### src/rtl/frame_sched.sv
// frame_sched: round-robin scheduler that hands one shared frame transmitter
// to one of four requesters at a time. It issues the winner's command, waits
// for the transmitter to go busy and then idle again, pulses done (or err on
// timeout) and enforces an idle gap before the next frame.
module frame_sched #(
    parameter logic [15:0] GAP_CYC = 16'd16,
    parameter logic [15:0] TMO_CYC = 16'hFFFF
) (
    input  logic        ck,
    input  logic        rstn,
    input  logic [3:0]  req,
    input  logic [15:0] cmd_in,
    input  logic        tx_busy,
    output logic [3:0]  tx_cmd,
    output logic [3:0]  gnt,
    output logic [3:0]  done,
    output logic        err
);

    typedef enum logic [1:0] {
        ST_IDLE  = 2'd0,
        ST_ISSUE = 2'd1,
        ST_WAIT  = 2'd2,
        ST_GAP   = 2'd3
    } state_t;

    state_t      state_r, state_s;
    logic [1:0]  ptr_r, ptr_s;
    logic [1:0]  win_r, win_s;
    logic [3:0]  cmd_r, cmd_s;
    logic [15:0] timer_r, timer_s;
    logic [15:0] gap_cnt_r, gap_cnt_s;

    logic [3:0]  elig_s;
    logic        found_s;
    logic [1:0]  pick_s;
    logic [1:0]  idx_s;
    logic [3:0]  pick_cmd_s;
    logic        tmo_hit_s;
    logic        gap_last_s;

    logic [3:0]  tx_cmd_s;
    logic [3:0]  gnt_s;
    logic [3:0]  done_s;
    logic        err_s;

    // A requester only counts when it asks and carries a non-zero command.
    always_comb begin
        for (int i = 0; i < 4; i++) begin
            elig_s[i] = req[i] && (cmd_in[4*i +: 4] != 4'h0);
        end
    end

    // Round-robin search starting at ptr; first eligible index wins.
    always_comb begin
        found_s = 1'b0;
        pick_s  = ptr_r;
        idx_s   = ptr_r;
        for (int k = 0; k < 4; k++) begin
            idx_s = ptr_r + 2'(k);
            if (!found_s && elig_s[idx_s]) begin
                found_s = 1'b1;
                pick_s  = idx_s;
            end else begin
                found_s = found_s;
                pick_s  = pick_s;
            end
        end
    end

    // Command nibble belonging to the current search winner.
    always_comb begin
        pick_cmd_s = 4'h0;
        for (int i = 0; i < 4; i++) begin
            if (pick_s == 2'(i)) begin
                pick_cmd_s = cmd_in[4*i +: 4];
            end else begin
                pick_cmd_s = pick_cmd_s;
            end
        end
    end

    // Timer/gap terminal conditions; the gap always lasts at least one cycle.
    always_comb begin
        tmo_hit_s  = ({1'b0, timer_r} + 17'd1) >= {1'b0, TMO_CYC};
        gap_last_s = (GAP_CYC == 16'd0) ||
                     (({1'b0, gap_cnt_r} + 17'd1) >= {1'b0, GAP_CYC});
    end

    // FSM state register.
    always_ff @(posedge ck or negedge rstn) begin
        if (!rstn) begin
            state_r <= ST_IDLE;
        end else begin
            state_r <= state_s;
        end
    end

    // FSM next-state logic; a done in WAIT outranks a simultaneous timeout.
    always_comb begin
        state_s = state_r;
        case (state_r)
            ST_IDLE: begin
                if (!tx_busy && found_s) state_s = ST_ISSUE;
                else                     state_s = ST_IDLE;
            end
            ST_ISSUE: begin
                if (tx_busy)        state_s = ST_WAIT;
                else if (tmo_hit_s) state_s = ST_GAP;
                else                state_s = ST_ISSUE;
            end
            ST_WAIT: begin
                if (!tx_busy)       state_s = ST_GAP;
                else if (tmo_hit_s) state_s = ST_GAP;
                else                state_s = ST_WAIT;
            end
            ST_GAP: begin
                if (gap_last_s) state_s = ST_IDLE;
                else            state_s = ST_GAP;
            end
            default: state_s = ST_IDLE;
        endcase
    end

    // Next values for the registered outputs and the frame bookkeeping.
    always_comb begin
        tx_cmd_s  = tx_cmd;
        gnt_s     = gnt;
        done_s    = 4'h0;
        err_s     = 1'b0;
        ptr_s     = ptr_r;
        win_s     = win_r;
        cmd_s     = cmd_r;
        timer_s   = timer_r;
        gap_cnt_s = gap_cnt_r;
        case (state_r)
            ST_IDLE: begin
                if (!tx_busy && found_s) begin
                    win_s    = pick_s;
                    cmd_s    = pick_cmd_s;
                    tx_cmd_s = pick_cmd_s;
                    gnt_s    = 4'b0001 << pick_s;
                    timer_s  = 16'd0;
                end else begin
                    tx_cmd_s = 4'h0;
                    gnt_s    = 4'h0;
                end
            end
            ST_ISSUE: begin
                if (tx_busy) begin
                    tx_cmd_s = 4'h0;
                    timer_s  = 16'd0;
                end else if (tmo_hit_s) begin
                    err_s     = 1'b1;
                    tx_cmd_s  = 4'h0;
                    gnt_s     = 4'h0;
                    ptr_s     = win_r + 2'd1;
                    gap_cnt_s = 16'd0;
                end else begin
                    tx_cmd_s = cmd_r;
                    timer_s  = timer_r + 16'd1;
                end
            end
            ST_WAIT: begin
                tx_cmd_s = 4'h0;
                if (!tx_busy) begin
                    done_s    = 4'b0001 << win_r;
                    gnt_s     = 4'h0;
                    ptr_s     = win_r + 2'd1;
                    gap_cnt_s = 16'd0;
                end else if (tmo_hit_s) begin
                    err_s     = 1'b1;
                    gnt_s     = 4'h0;
                    ptr_s     = win_r + 2'd1;
                    gap_cnt_s = 16'd0;
                end else begin
                    timer_s = timer_r + 16'd1;
                end
            end
            ST_GAP: begin
                tx_cmd_s = 4'h0;
                gnt_s    = 4'h0;
                if (gap_last_s) gap_cnt_s = 16'd0;
                else            gap_cnt_s = gap_cnt_r + 16'd1;
            end
            default: begin
                tx_cmd_s = 4'h0;
                gnt_s    = 4'h0;
            end
        endcase
    end

    // Output and bookkeeping registers; reset clears everything at once.
    always_ff @(posedge ck or negedge rstn) begin
        if (!rstn) begin
            tx_cmd    <= 4'h0;
            gnt       <= 4'h0;
            done      <= 4'h0;
            err       <= 1'b0;
            ptr_r     <= 2'd0;
            win_r     <= 2'd0;
            cmd_r     <= 4'h0;
            timer_r   <= 16'd0;
            gap_cnt_r <= 16'd0;
        end else begin
            tx_cmd    <= tx_cmd_s;
            gnt       <= gnt_s;
            done      <= done_s;
            err       <= err_s;
            ptr_r     <= ptr_s;
            win_r     <= win_s;
            cmd_r     <= cmd_s;
            timer_r   <= timer_s;
            gap_cnt_r <= gap_cnt_s;
        end
    end

endmodule

### config.mk
export PLATFORM = sky130hd
export DESIGN_NAME = frame_sched
export DESIGN_NICKNAME = d
export VERILOG_FILES = /design/src/rtl/frame_sched.sv
export SDC_FILE = /design/constraint.sdc
export NUM_CORES = 1
export LEC_CHECK = 0
export BUFFER_PORTS_ARGS = -buffer_cell sky130_fd_sc_hd__buf_2
export CAP_MARGIN = 20
export CORE_MARGIN = 2
export CORE_UTILIZATION = 61
export CTS_BUF_LIST = sky130_fd_sc_hd__clkbuf_4 sky130_fd_sc_hd__clkbuf_8
export CTS_CLUSTER_DIAMETER = 120
export CTS_CLUSTER_SIZE = 30
export DETAILED_ROUTE_END_ITERATION = 12
export GPL_TIMING_DRIVEN = 0
export HOLD_SLACK_MARGIN = 0.02
export PLACE_DENSITY = 0.82
export SLEW_MARGIN = 40
export SYNTH_ARGS = -nofsm -noshare
export SYNTH_HDL_FRONTEND = slang
export SYNTH_SLANG_ARGS = --single-unit
### constraint.sdc
create_clock -name ck -period 2.8 [get_ports ck]
set_input_delay 0.42 -clock ck [delete_from_list [all_inputs] [get_ports ck]]
set_output_delay 0.42 -clock ck [all_outputs]
set_load 0.02 [all_outputs]
# Word-level counts from Yosys, hierarchy flattened
# Index checks and enable logic that the tools add are counted.
[op_classes]
n_addsub = 8
n_lt_le_gt_ge = 6
n_eq_ne = 9
shifts = 2
n_mux = 55
reduce_logical = 26
[op_table]
columns = ["op", "count"]
rows = [
  ["$mux W16", 8],
  ["$pmux W16 S3", 2],
  ["$mux W4", 13],
  ["$add A16 B1 Y17 const B", 2],
  ["$add A16 B1 Y16 const B", 2],
  ["$mux W2", 9],
  ["$ge A17 B16 Y1 const B", 1],
  ["$ge A17 B5 Y1 const B", 1],
  ["$pmux W4 S4", 1],
  ["$reduce_bool A4 Y1", 4],
  ["$mux W1", 14],
  ["$lt A2 B3 Y1 const B", 4],
  ["$pmux W4 S3", 1],
  ["$bmux W1 S2", 4],
  ["$eq A2 B2 Y1 const B", 4],
  ["$logic_and A1 B1 Y1", 8],
  ["$pmux W2 S4", 1],
  ["$shl A1 B2 Y4 const A", 2],
  ["$ne A2 B2 Y1 const B", 3],
  ["$reduce_and A2 Y1", 3],
  ["$reduce_bool A3 Y1", 2],
  ["$add A2 B1 Y2 const B", 2],
  ["$add A2 B2 Y2 const B", 2],
  ["$eq A2 B1 Y1 const B", 2],
  ["other kinds (7)", 11],
]
[word_totals]
register_bits = 55
input_bits = 23
out_inout_bits = 13
word_cells = 116

# Logic depth before layout (Yosys ltp)
# Gate-level depths: netlist of run 1.
[depth]
word_depth = 21
mapped_depth = 11
mapped_depth_nobuf = 9

# Worst setup path before layout of run 1
# Ideal clock, no wire load.
[synth_timing]
path_type = "input-to-reg"
startpoint = "input port cmd_in[4]"
endpoint = "register tx_cmd[0]"
setup_ps = 118
arrival_ps = 2094
required_time_ps = 2682
setup_slack_ps = 587
stages = 8
n_path_buf = 1
path_cell_list = "o41ai_4 nor3b_2 a31oi_1 a32oi_2 buf_6 mux2i_1 o22ai_1 a21o_1"
[synth_via]
elab_chain_len = 21
word_cells_on_any_way = 34
classes_between = "eq/ne (3); mux (21); reduce/logical (10)"
[synth_lines]
columns = ["item", "line_no", "text"]
rows = [
  ["start: declaration", "12", "input logic [15:0] cmd_in,"],
  ["$reduce_bool A4 Y1", "50", "elig_s[i] = req[i] && (cmd_in[4*i +: 4] != 4'h0);"],
  ["$logic_and A1 B1 Y1", "50", ""],
  ["$bmux W1 S2", "61", "if (!found_s && elig_s[idx_s]) begin"],
  ["$mux W1 (not written as such)", "61", ""],
  ["$mux W1", "61", ""],
  ["$logic_not A1 Y1", "61", ""],
  ["$logic_and A1 B1 Y1", "61", ""],
  ["$mux W1", "61", ""],
  ["[... 3 more ...]", "--", ""],
  ["$logic_not A1 Y1", "61", ""],
  ["$logic_and A1 B1 Y1", "61", ""],
  ["$mux W2", "61", ""],
  ["$logic_not A2 Y1", "75", "if (pick_s == 2'(i)) begin"],
  ["$mux W4 (4 in series)", "75", ""],
  ["$mux W4 *", "138", "if (!tx_busy && found_s) begin"],
  ["$pmux W4 S3 *", "136", "case (state_r)"],
  ["via tx_cmd_s[0]", "42", "logic [3:0] tx_cmd_s;"],
  ["end signal: assignment", "206", "tx_cmd <= tx_cmd_s;"],
  ["end: declaration", "14", "output logic [3:0] tx_cmd,"],
]
# The timed path passes the listed nets; every way through them passes the cells marked *. The select of a mux whose other input is x is not followed.
# A chain may end at the register's enable or synchronous reset.

# Worst setup path in the final report of run 1
[layout_timing]
startpoint = "register timer_r[0]"
endpoint = "register gap_cnt_r[5]"
[layout_via]
elab_chain_len = 5
word_cells_on_any_way = 6
classes_between = "add/sub (1); order compare (1); mux (4)"
[layout_lines]
columns = ["item", "line_no", "text"]
rows = [
  ["start: declaration", "31", "logic [15:0] timer_r, timer_s;"],
  ["start signal: assignment", "213", "timer_r <= timer_s;"],
  ["$add A16 B1 Y17 *", "85", "tmo_hit_s = ({1'b0, timer_r} + 17'd1) >= {1'b0, TMO_CYC};"],
  ["$ge A17 B16 Y1 *", "85", ""],
  ["$mux W16 *", "--", ""],
  ["$mux W16 (on tied branches)", "--", ""],
  ["$pmux W16 S3 *", "--", ""],
  ["end signal: assignment", "214", "gap_cnt_r <= gap_cnt_s;"],
  ["end: declaration", "32", "logic [15:0] gap_cnt_r, gap_cnt_s;"],
]
# Mark *: on every way between the ends. The rest lies on a longest branch, timed or not. The select of a mux whose other input is x is not followed.

==> out/qor.txt, run 1 <==
Clk_skew -> 16.41 ps
Vias/cell -> 6.039
Cell area after synthesis -> 0.003348 mm²
Top FF cell, synth -> dfrtp_1
Status -> finished clean
Slowest cell on crit path -> dfrtp_1
Largest net degree at the start of global routing -> 56
Inst Count DP -> 450
Share of the synthesized area in the top cell type -> 0.4111
CTS tree -> done
Slew @ Worst Pin -> 698.2 ps
Yosys cell types -> 63
Final ANT Viol Nets -> 0
Share of cells above drive strength 1 -> 0.1809
Total setup buffers inserted after CTS -> 0
Pleak -> 1.742 nW
CTS Hold Bufs -> 0
Final Cycle Share -> 0.9084
Post-Syn Nets -> 382
Die H -> 78.09 µm
# IOs -> 36
Setup_tns -> 0 ps
Initial antenna violation count -> 0
Crit path kind -> flop to flop
Slew HR -> 0.5345
Die area -> 0.006097 mm²
Routability cong. -> 0.8578
Initial DRC count -> 143
Synth top area cells -> dfrtp_1 (41%), ha_1 (4.9%), xnor2_1 (3.9%)
Starting Density -> 0.6433
Min cycle time layout -> 2544 ps
Dpl ws -> 81.27 ps
EDFF count, synth -> 0
Area growth syn-to-layout -> 10.61%
Worst R2R End -> gap_cnt_r[5]
1st-pass router iterations -> 4
Final net count -> 422
CTS buffer count -> 5
Die Span X -> 78.09 µm
Vias in the first global route -> 2788
H-tree depth -> 2
Clock Path Buffers -> 2
Maxcap violations -> 0
Post-synthesis async set-or-reset flop share -> 1.000
First-pass GRT wire length -> 12.74 mm
Remaining DRCs -> 0
CP Data Arrival Time -> 2750 ps
CORE AREA -> 0.005205 mm²
Number of synthesized register bits -> 55
Maximum vdd drop -> 0.0004062 V
Final core area utilization -> 0.7115
Yosys top cell by area -> dfrtp_1
Crit-path cells -> buf_2, inv_1, ha_1, nor2_1, o21ai_0, nor4_1, o2111ai_1, nand2_2, o21ai_1, clkbuf_2, and2_1
HP Class -> primary input to asynchronous set/reset pin
Port bufs -> 34
Clock Sinks -> 55
Max Slew Vio Count -> 0
Most frequent cell after synthesis -> dfrtp_1
DP Wirelength -> 5.379 mm
RSZ-0062 raised after global routing -> false
FF-to-FF path depth -> 11
Setup Viol. Count Final -> 0
Top post-synthesis cells by count -> dfrtp_1 (55), nand2_1 (29), nor2_1 (26), and2_1 (20)
Total Wirelength -> 7.368 mm
Setup ws final -> 256.4 ps
Worst R2R Setup Slack -> 260 ps
P per Cell Area -> 722.1 mW/mm²
Antenna Cells -> 0
GRT Util Overall -> 0.2576
CTS Root Cell -> clkbuf_8
Share of the yosys chip area belonging to registers -> 0.4111
Crit path capture type -> flop
Core Rows -> 26
Startpoint types -> flop
Cells after Synth -> 346
Clock latency on the worst-skew pair -> 320 ps
Critical Path Max Stage Delay -> 370 ps
Final Hold Viols -> 0
GR Overflow Total -> 0
Syn_area_per_cell -> 9.677 µm²
Max Freq -> 0.3931 GHz
Worst-path maximum fanout -> 10
Wire per inst -> 16.12 µm
YS warnings -> 0
Reg-to-reg startpoint -> timer_r[0]
Via Count -> 2760
Post-Layout Cell Count -> 457
Critical Path RT -> 3010 ps
Clock slew at reported path FFs -> 120 ps
registers in the layout, indices dropped and copies added, names as in the netlist:
register	count
ptr_r	2
timer_r	16
err	1
gap_cnt_r	16
done	4
win_r	2
gnt	4
cmd_r	4
state_r	2
tx_cmd	4
routing by layer:
layer  global-route usage  vias to the layer above  routed length, µm
met5                    0                        -                  0
met4              0.08772                        0                118
met3              0.03908                       13                245
met1               0.3437                     1364               3386
li1                     -                     1326                  -
met2               0.4319                       57               3617
logic make-up (layout without fill, tap and decap cells):
group,Yosys count,after routing,share of synthesized area
xor+xnor,17,17,0.04447
simple gates,148,148,0.2403
fa+ha+maj,13,13,0.04858
flops,55,55,0.4111
compound gates,72,72,0.1738
mux,13,13,0.03999
buf+inv,28,69,0.04185
report_power, final:
group          switching, mW  leakage (nW)  internal [mW]  total, mW
registers              0.121         0.744          0.939       1.06
clock network          0.284        0.0443          0.180      0.463
logic                  0.687         0.954          0.463       1.15
worst max-delay path: cells and delay by family, from the launching register on:
kind	cells	cell delay [ps]
buffers and inverters	3	470
AND/OR/NAND/NOR	4	800
adder cells (fa/ha/maj)	1	300
flip-flops	1	370
AO/OA/AOI/OAI	3	480
cell type report:
cell class | instances | area (µm²)
inverters | 15 | 56.30
multi-input cells | 263 | 1837
clock buffers | 5 | 68.82
plain buffers | 12 | 80.08
flip-flops and latches | 55 | 1376
well taps | 70 | 87.58
repair buffers | 34 | 172.7
clock inverters | 3 | 25.02
fillers | 407 | 1501
through the flow:
step                area, µm²  power (mW)  hold WS [ps]
floorplan                3348       1.902         124.4
finish                   3704       2.674         140.7
detailed placement       3608       2.221         475.2
global placement         3606       2.169         468.0
CTS                      3702       2.690         170.7
global route             3704       2.864         199.6
cells in the final DEF (no fill, tap or decap), drive strengths merged, types with 4 or more instances in the layout:
cell,n
and4,6
o221ai,4
nand3,10
xnor2,15
ha,13
nor2,26
inv,15
a31oi,5
clkbuf,9
a21oi,8
a21o,9
nor2b,5
and2,20
o21ai,11
nor4,4
nand2b,5
o41ai,4
mux2i,10
o21a,4
nand4,10
dfrtp,55
o22ai,5
nand2,29
nor3,16
buf,42
how the worst max path moves through the flow:
| stage | cells after the start | endpoint | slack, ps | from |
|---|---|---|---|---|
| 2_1_floorplan | 8 | tx_cmd[0] | 590 | cmd_in[4] |
| 3_3_place_gp | 10 | gap_cnt_r[11] | 120 | timer_r[1] |
| 3_5_place_dp | 10 | gap_cnt_r[5] | 80 | timer_r[1] |
| 4_1_cts | 10 | gap_cnt_r[5] | 50 | timer_r[1] |
| 5_1_grt | 11 | gap_cnt_r[5] | 80 | timer_r[0] |
| 6_report | 11 | gap_cnt_r[5] | 260 | timer_r[0] |
what timing repair did:
action	CTS	global route
endpoints found under the hold margin	0	0
setup endpoints to repair	0	24
resized for setup	0	2
Power figures use the tool's default switching activity.
==> inputs of run 2 (changes only) <==
==> constraint.sdc (replaced) <==
create_clock -name ck -period 2.8 [get_ports ck]
set_input_delay 0 -clock ck [delete_from_list [all_inputs] [get_ports ck]]
set_output_delay 0 -clock ck [all_outputs]
set_load 0.02 [all_outputs]
==> out/qor.txt, run 2 (synthesis gave the netlist of run 1 again) <==
Status -> finished clean
Starting Density -> 0.6433
CORE AREA -> 0.005205 mm²
CTS buffer count -> 5
Core Rows -> 26
CTS tree -> done
Die Span X -> 78.09 µm
Vias in the first global route -> 2775
Filler cell count -> 407
Initial antenna violation count -> 0
Routability cong. -> 0.8578
Slew HR -> 0.5329
Largest net degree at the start of global routing -> 56
GRT Util Overall -> 0.2581
GR Overflow Total -> 0
Pleak -> 1.746 nW
Post-Layout Cell Count -> 458
Startpoint types -> flop
Clock Sinks -> 55
Maxcap violations -> 0
Setup Viol. Count Final -> 0
Remaining DRCs -> 0
Setup_tns -> 0 ps
Total setup buffers inserted after CTS -> 0
Final Cycle Share -> 0.9010
Total Wirelength -> 7.355 mm
Clock slew at reported path FFs -> 110 ps
Final ANT Viol Nets -> 0
Wire per inst -> 16.06 µm
Area growth syn-to-layout -> 10.91%
First-pass GRT wire length -> 12.74 mm
Crit path capture type -> flop
Maximum vdd drop -> 0.0004060 V
Die H -> 78.09 µm
CTS Root Cell -> clkbuf_8
Commonest non-fill, non-tap cells in the layout -> dfrtp_1 (55), buf_2 (38), nand2_1 (28)
DP Wirelength -> 5.379 mm
RSZ-0062 raised after global routing -> false
Slew @ Worst Pin -> 700.7 ps
Clock latency on the worst-skew pair -> 320 ps
Worst-path maximum fanout -> 10
Critical Path RT -> 3010 ps
P per Cell Area -> 719.8 mW/mm²
Clk_skew -> 15.91 ps
Max Slew Vio Count -> 0
Port bufs -> 34
Die area -> 0.006097 mm²
# IOs -> 36
Initial DRC count -> 157
CP Data Arrival Time -> 2730 ps
Max Freq -> 0.3964 GHz
Final Cell Area -> 0.003714 mm²
Placed Area -> 0.003608 mm²
Commonest non-fill, non-tap cell in the layout -> dfrtp_1
HP Class -> primary input to flop
Clock Path Buffers -> 2
Crit path kind -> flop to flop
Vias/cell -> 6.015
1st-pass router iterations -> 4
H-tree depth -> 2
Top flop regs -> gap_cnt_r (16), timer_r (16)
Final net count -> 423
Share of cells above drive strength 1 -> 0.1804
Inst Count DP -> 450
Final Hold Viols -> 0
Min cycle time layout -> 2523 ps
Via Count -> 2755
Antenna Cells -> 0
[run 2: cell types whose count changed in the layout (fill, tap and decap cells not counted), sizes merged]
cell,change
dlygate4sd3,+1
[run 2: critical path, cell delays in order (launching register included)]
cell,delay [ps]
dfrtp_1,370
buf_2,190
inv_1,60
ha_1,300
nor2_1,90
o21ai_0,120
nor4_1,320
o2111ai_1,200
nand2_2,200
o21ai_1,160
clkbuf_2,210
and2_1,190
[run 2: power breakdown]
part,switching (mW),internal (mW)
clock,0.283,0.180
combinational,0.686,0.465
sequential,0.121,0.939
[run 2: area by class of cell]
class,count,area [µm²],share of cell area
flip-flops and latches,55,1376,0.3706
inverters,15,56.30,0.01516
clock buffers,5,68.82,0.01853
clock inverters,3,25.02,0.006739
well taps,70,87.58,0.02358
multi-input cells,263,1837,0.4946
repair buffers,35,182.7,0.04919
plain buffers,12,80.08,0.02156
[run 2: path summary, 6_finish.rpt]
check	startpoint	to	slack [ps]	depth (start not counted)
setup / recovery	timer_r[0]	gap_cnt_r[5]	280	11
hold reg to reg	cmd_r[1]	tx_cmd[1]	490	1
max in group asynchronous	rstn	timer_r[9]	2070	2
min in group asynchronous	rstn	gnt[2]	270	2
setup reg to reg	timer_r[0]	gap_cnt_r[5]	280	11
hold / removal	cmd_in[8]	cmd_r[0]	30	3
[run 2: metrics by stage]
stage	utilization	setup WS [ps]	hold slack, ps	total power, mW
5_1_grt	0.7135	80.04	36.07	2.865
4_1_cts	0.7132	48.93	29.00	2.691
3_3_place_gp	0.6928	118.0	314.4	2.169
2_1_floorplan	-	642.7	-295.6	1.902
6_report	0.7135	277.3	28.99	2.673
3_5_place_dp	0.6933	81.27	98.70	2.221
[run 2: layer usage]
metal | vias up | part of all wire | global-route usage
met4 | 0 | 0.015 | 0.08772
met1 | 1358 | 0.45 | 0.3460
met5 | - | 0 | 0
met2 | 58 | 0.50 | 0.4310
li1 | 1328 | - | -
met3 | 11 | 0.039 | 0.03908
[run 2: timing repair]
item	in CTS	in global routing
hold buffers	1	0
gates resized for setup	0	2
setup endpoints to repair	0	24
endpoints found under the hold margin	55	0
==> inputs of run 3 (changes only) <==
--- a/config.mk
+++ b/config.mk
@@ -6,16 +6,16 @@
 export NUM_CORES = 1
 export LEC_CHECK = 0
 export BUFFER_PORTS_ARGS = -buffer_cell sky130_fd_sc_hd__buf_2
-export CAP_MARGIN = 20
+export CAP_MARGIN = 5
 export CORE_MARGIN = 2
-export CORE_UTILIZATION = 61
+export CORE_UTILIZATION = 55
 export CTS_BUF_LIST = sky130_fd_sc_hd__clkbuf_4 sky130_fd_sc_hd__clkbuf_8
 export CTS_CLUSTER_DIAMETER = 120
 export CTS_CLUSTER_SIZE = 30
 export DETAILED_ROUTE_END_ITERATION = 12
 export GPL_TIMING_DRIVEN = 0
 export HOLD_SLACK_MARGIN = 0.02
-export PLACE_DENSITY = 0.82
+export PLACE_DENSITY = 0.78
 export SLEW_MARGIN = 40
 export SYNTH_ARGS = -nofsm -noshare
 export SYNTH_HDL_FRONTEND = slang
==> constraint.sdc (replaced) <==
create_clock -name ck -period 2.3 [get_ports ck]
set_input_delay 0 -clock ck [delete_from_list [all_inputs] [get_ports ck]]
set_output_delay 0 -clock ck [all_outputs]
set_load 0.02 [all_outputs]
==> out/qor.txt, run 3 (synthesis gave the netlist of run 1 again) <==
Setup ws final -> -11.76 ps
Initial DRC count -> 185
1st-pass router iterations -> 5
Clk_skew -> 17.34 ps
Max Freq -> 0.4326 GHz
Maxcap violations -> 0
Final Cycle Share -> 1.005
H-tree depth -> 2
Commonest non-fill, non-tap cells in the layout -> dfrtp_1 (50), buf_2 (36), nand2_1 (27)
Die Span X -> 82.03 µm
Worst-path maximum fanout -> 7
Clock Sinks -> 55
Total Wirelength -> 7.838 mm
Hold EP -> cmd_r[1]
CTS tree -> done
Area growth syn-to-layout -> 20.37%
CTS Root Cell -> clkbuf_8
Vias/cell -> 5.965
Crit path kind -> flop to flop
Crit-path cells -> buf_6, inv_1, ha_4, nor2_1, o21ai_2, nor4_2, o2111ai_2, nand2_4, a22oi_2, mux2_2
Status -> complete, but fails checks
Die H -> 82.03 µm
Remaining DRCs -> 0
Slowest cell on crit path -> dfrtp_1
Worst R2R Setup Slack -> -10 ps
Failing checks -> setup timing
Tot Pwr -> 3.451 mW
HP Class -> primary input to flop
# IOs -> 36
Top flop regs -> gap_cnt_r (16), timer_r (16)
Min cycle time layout -> 2312 ps
Clock Path Buffers -> 2
Via Count -> 2857
Final Hold Viols -> 0
FF-to-FF path depth -> 10
Core Rows -> 28
Filler cell count -> 442
Pleak -> 1.859 nW
Antenna Cells -> 0
RSZ-0062 raised after global routing -> true
Hold Path Cell Cnt -> 3
Final ANT Viol Nets -> 0
Vias in the first global route -> 2641
Hold Path Origin -> cmd_in[1]
Commonest non-fill, non-tap cell in the layout -> dfrtp_1
Clock latency on the worst-skew pair -> 320 ps
Wire per inst -> 16.36 µm
Starting Density -> 0.5689
CORE AREA -> 0.005886 mm²
Critical Path Max Stage Delay -> 400 ps
Crit path launch -> timer_r[0]
Final core area utilization -> 0.6847
Worst R2R End -> ptr_r[0]
Share of cells above drive strength 1 -> 0.2871
GRT Util Overall -> 0.2304
Slew @ Worst Pin -> 692.0 ps
Crit path capture type -> flop
CTS buffer count -> 5
Setup Viol. Count Final -> 4
Critical Path RT -> 2500 ps
Initial antenna violation count -> 0
Clock slew at reported path FFs -> 100 ps
Final Cell Area -> 0.004030 mm²
P per Cell Area -> 856.2 mW/mm²
Startpoint types -> flop
Max Slew Vio Count -> 0
Die area -> 0.006728 mm²
First-pass GRT wire length -> 12.12 mm
CP Data Arrival Time -> 2510 ps
Setup_tns -> -28.05 ps
GR Overflow Total -> 0
Placed Area -> 0.003615 mm²
DP Wirelength -> 5.268 mm
Slew HR -> 0.5387
Port bufs -> 34
Maximum vdd drop -> 0.0005328 V
Routability cong. -> 0.9363
Reg-to-reg startpoint -> timer_r[0]
Largest net degree at the start of global routing -> 56
Final net count -> 439
## run 3: layer usage
| metal | vias to the layer above | GRT usage | wire length (µm) |
|---|---|---|---|
| met5 | - | 0 | 0 |
| met4 | 0 | 0.07500 | 111 |
| met3 | 14 | 0.03297 | 300 |
| met2 | 71 | 0.3805 | 3882 |
| met1 | 1410 | 0.3112 | 3543 |
| li1 | 1362 | - | - |
## run 3: how the worst max path moves through the flow
stage,slack [ps],cells after the start,end
6_report,-10,10,ptr_r[0]
5_1_grt,-150,11,gnt[2]
4_1_cts,4,8,ptr_r[0]
3_5_place_dp,-400,10,gap_cnt_r[6]
3_3_place_gp,-360,10,gap_cnt_r[13]
2_1_floorplan,140,10,gap_cnt_r[10]
## run 3: layout make-up
class | count | area, µm² | share of cell area
buffer | 11 | 95.09 | 0.02360
inverter | 15 | 56.30 | 0.01397
sequential | 55 | 1383 | 0.3431
timing repair buffer | 52 | 317.8 | 0.07886
clock buffer | 5 | 68.82 | 0.01708
tap | 75 | 93.84 | 0.02328
clock inverter | 3 | 18.77 | 0.004657
multi-input combinational | 263 | 1997 | 0.4955
## run 3: repair_timing
item | in CTS | in global routing
cloned | 0 | 1
pin swaps | 3 | 10
resized for setup | 17 | 34
setup buffers | 2 | 14
hold buffers | 1 | 0
hold endpoints to repair | 55 | 0
setup endpoints to repair | 43 | 39
## run 3: per-stage QoR
step	std cells	setup WS (ps)	hold slack, ps
detailed placement	455	-404.3	91.85
CTS	465	3.513	63.00
global placement	455	-357.9	307.5
floorplan	346	142.7	-295.6
global route	479	-148.0	97.60
finish	479	-11.76	69.08
## run 3: critical path: cells and delay by family (launching register included)
family / cells / cell delay (ps)
AO/OA/AOI/OAI: 3 / 430
adder cells (fa/ha/maj): 1 / 210
buffers and inverters: 2 / 220
flip-flops: 1 / 400
multiplexers: 1 / 280
AND/OR/NAND/NOR: 3 / 650
## run 3: power by group
group	internal (mW)	switching [mW]	leakage, nW
Clock	0.215	0.328	0.0483
Sequential	1.15	0.147	0.736
Combinational	0.676	0.938	1.07
Total	2.04	1.41	1.86
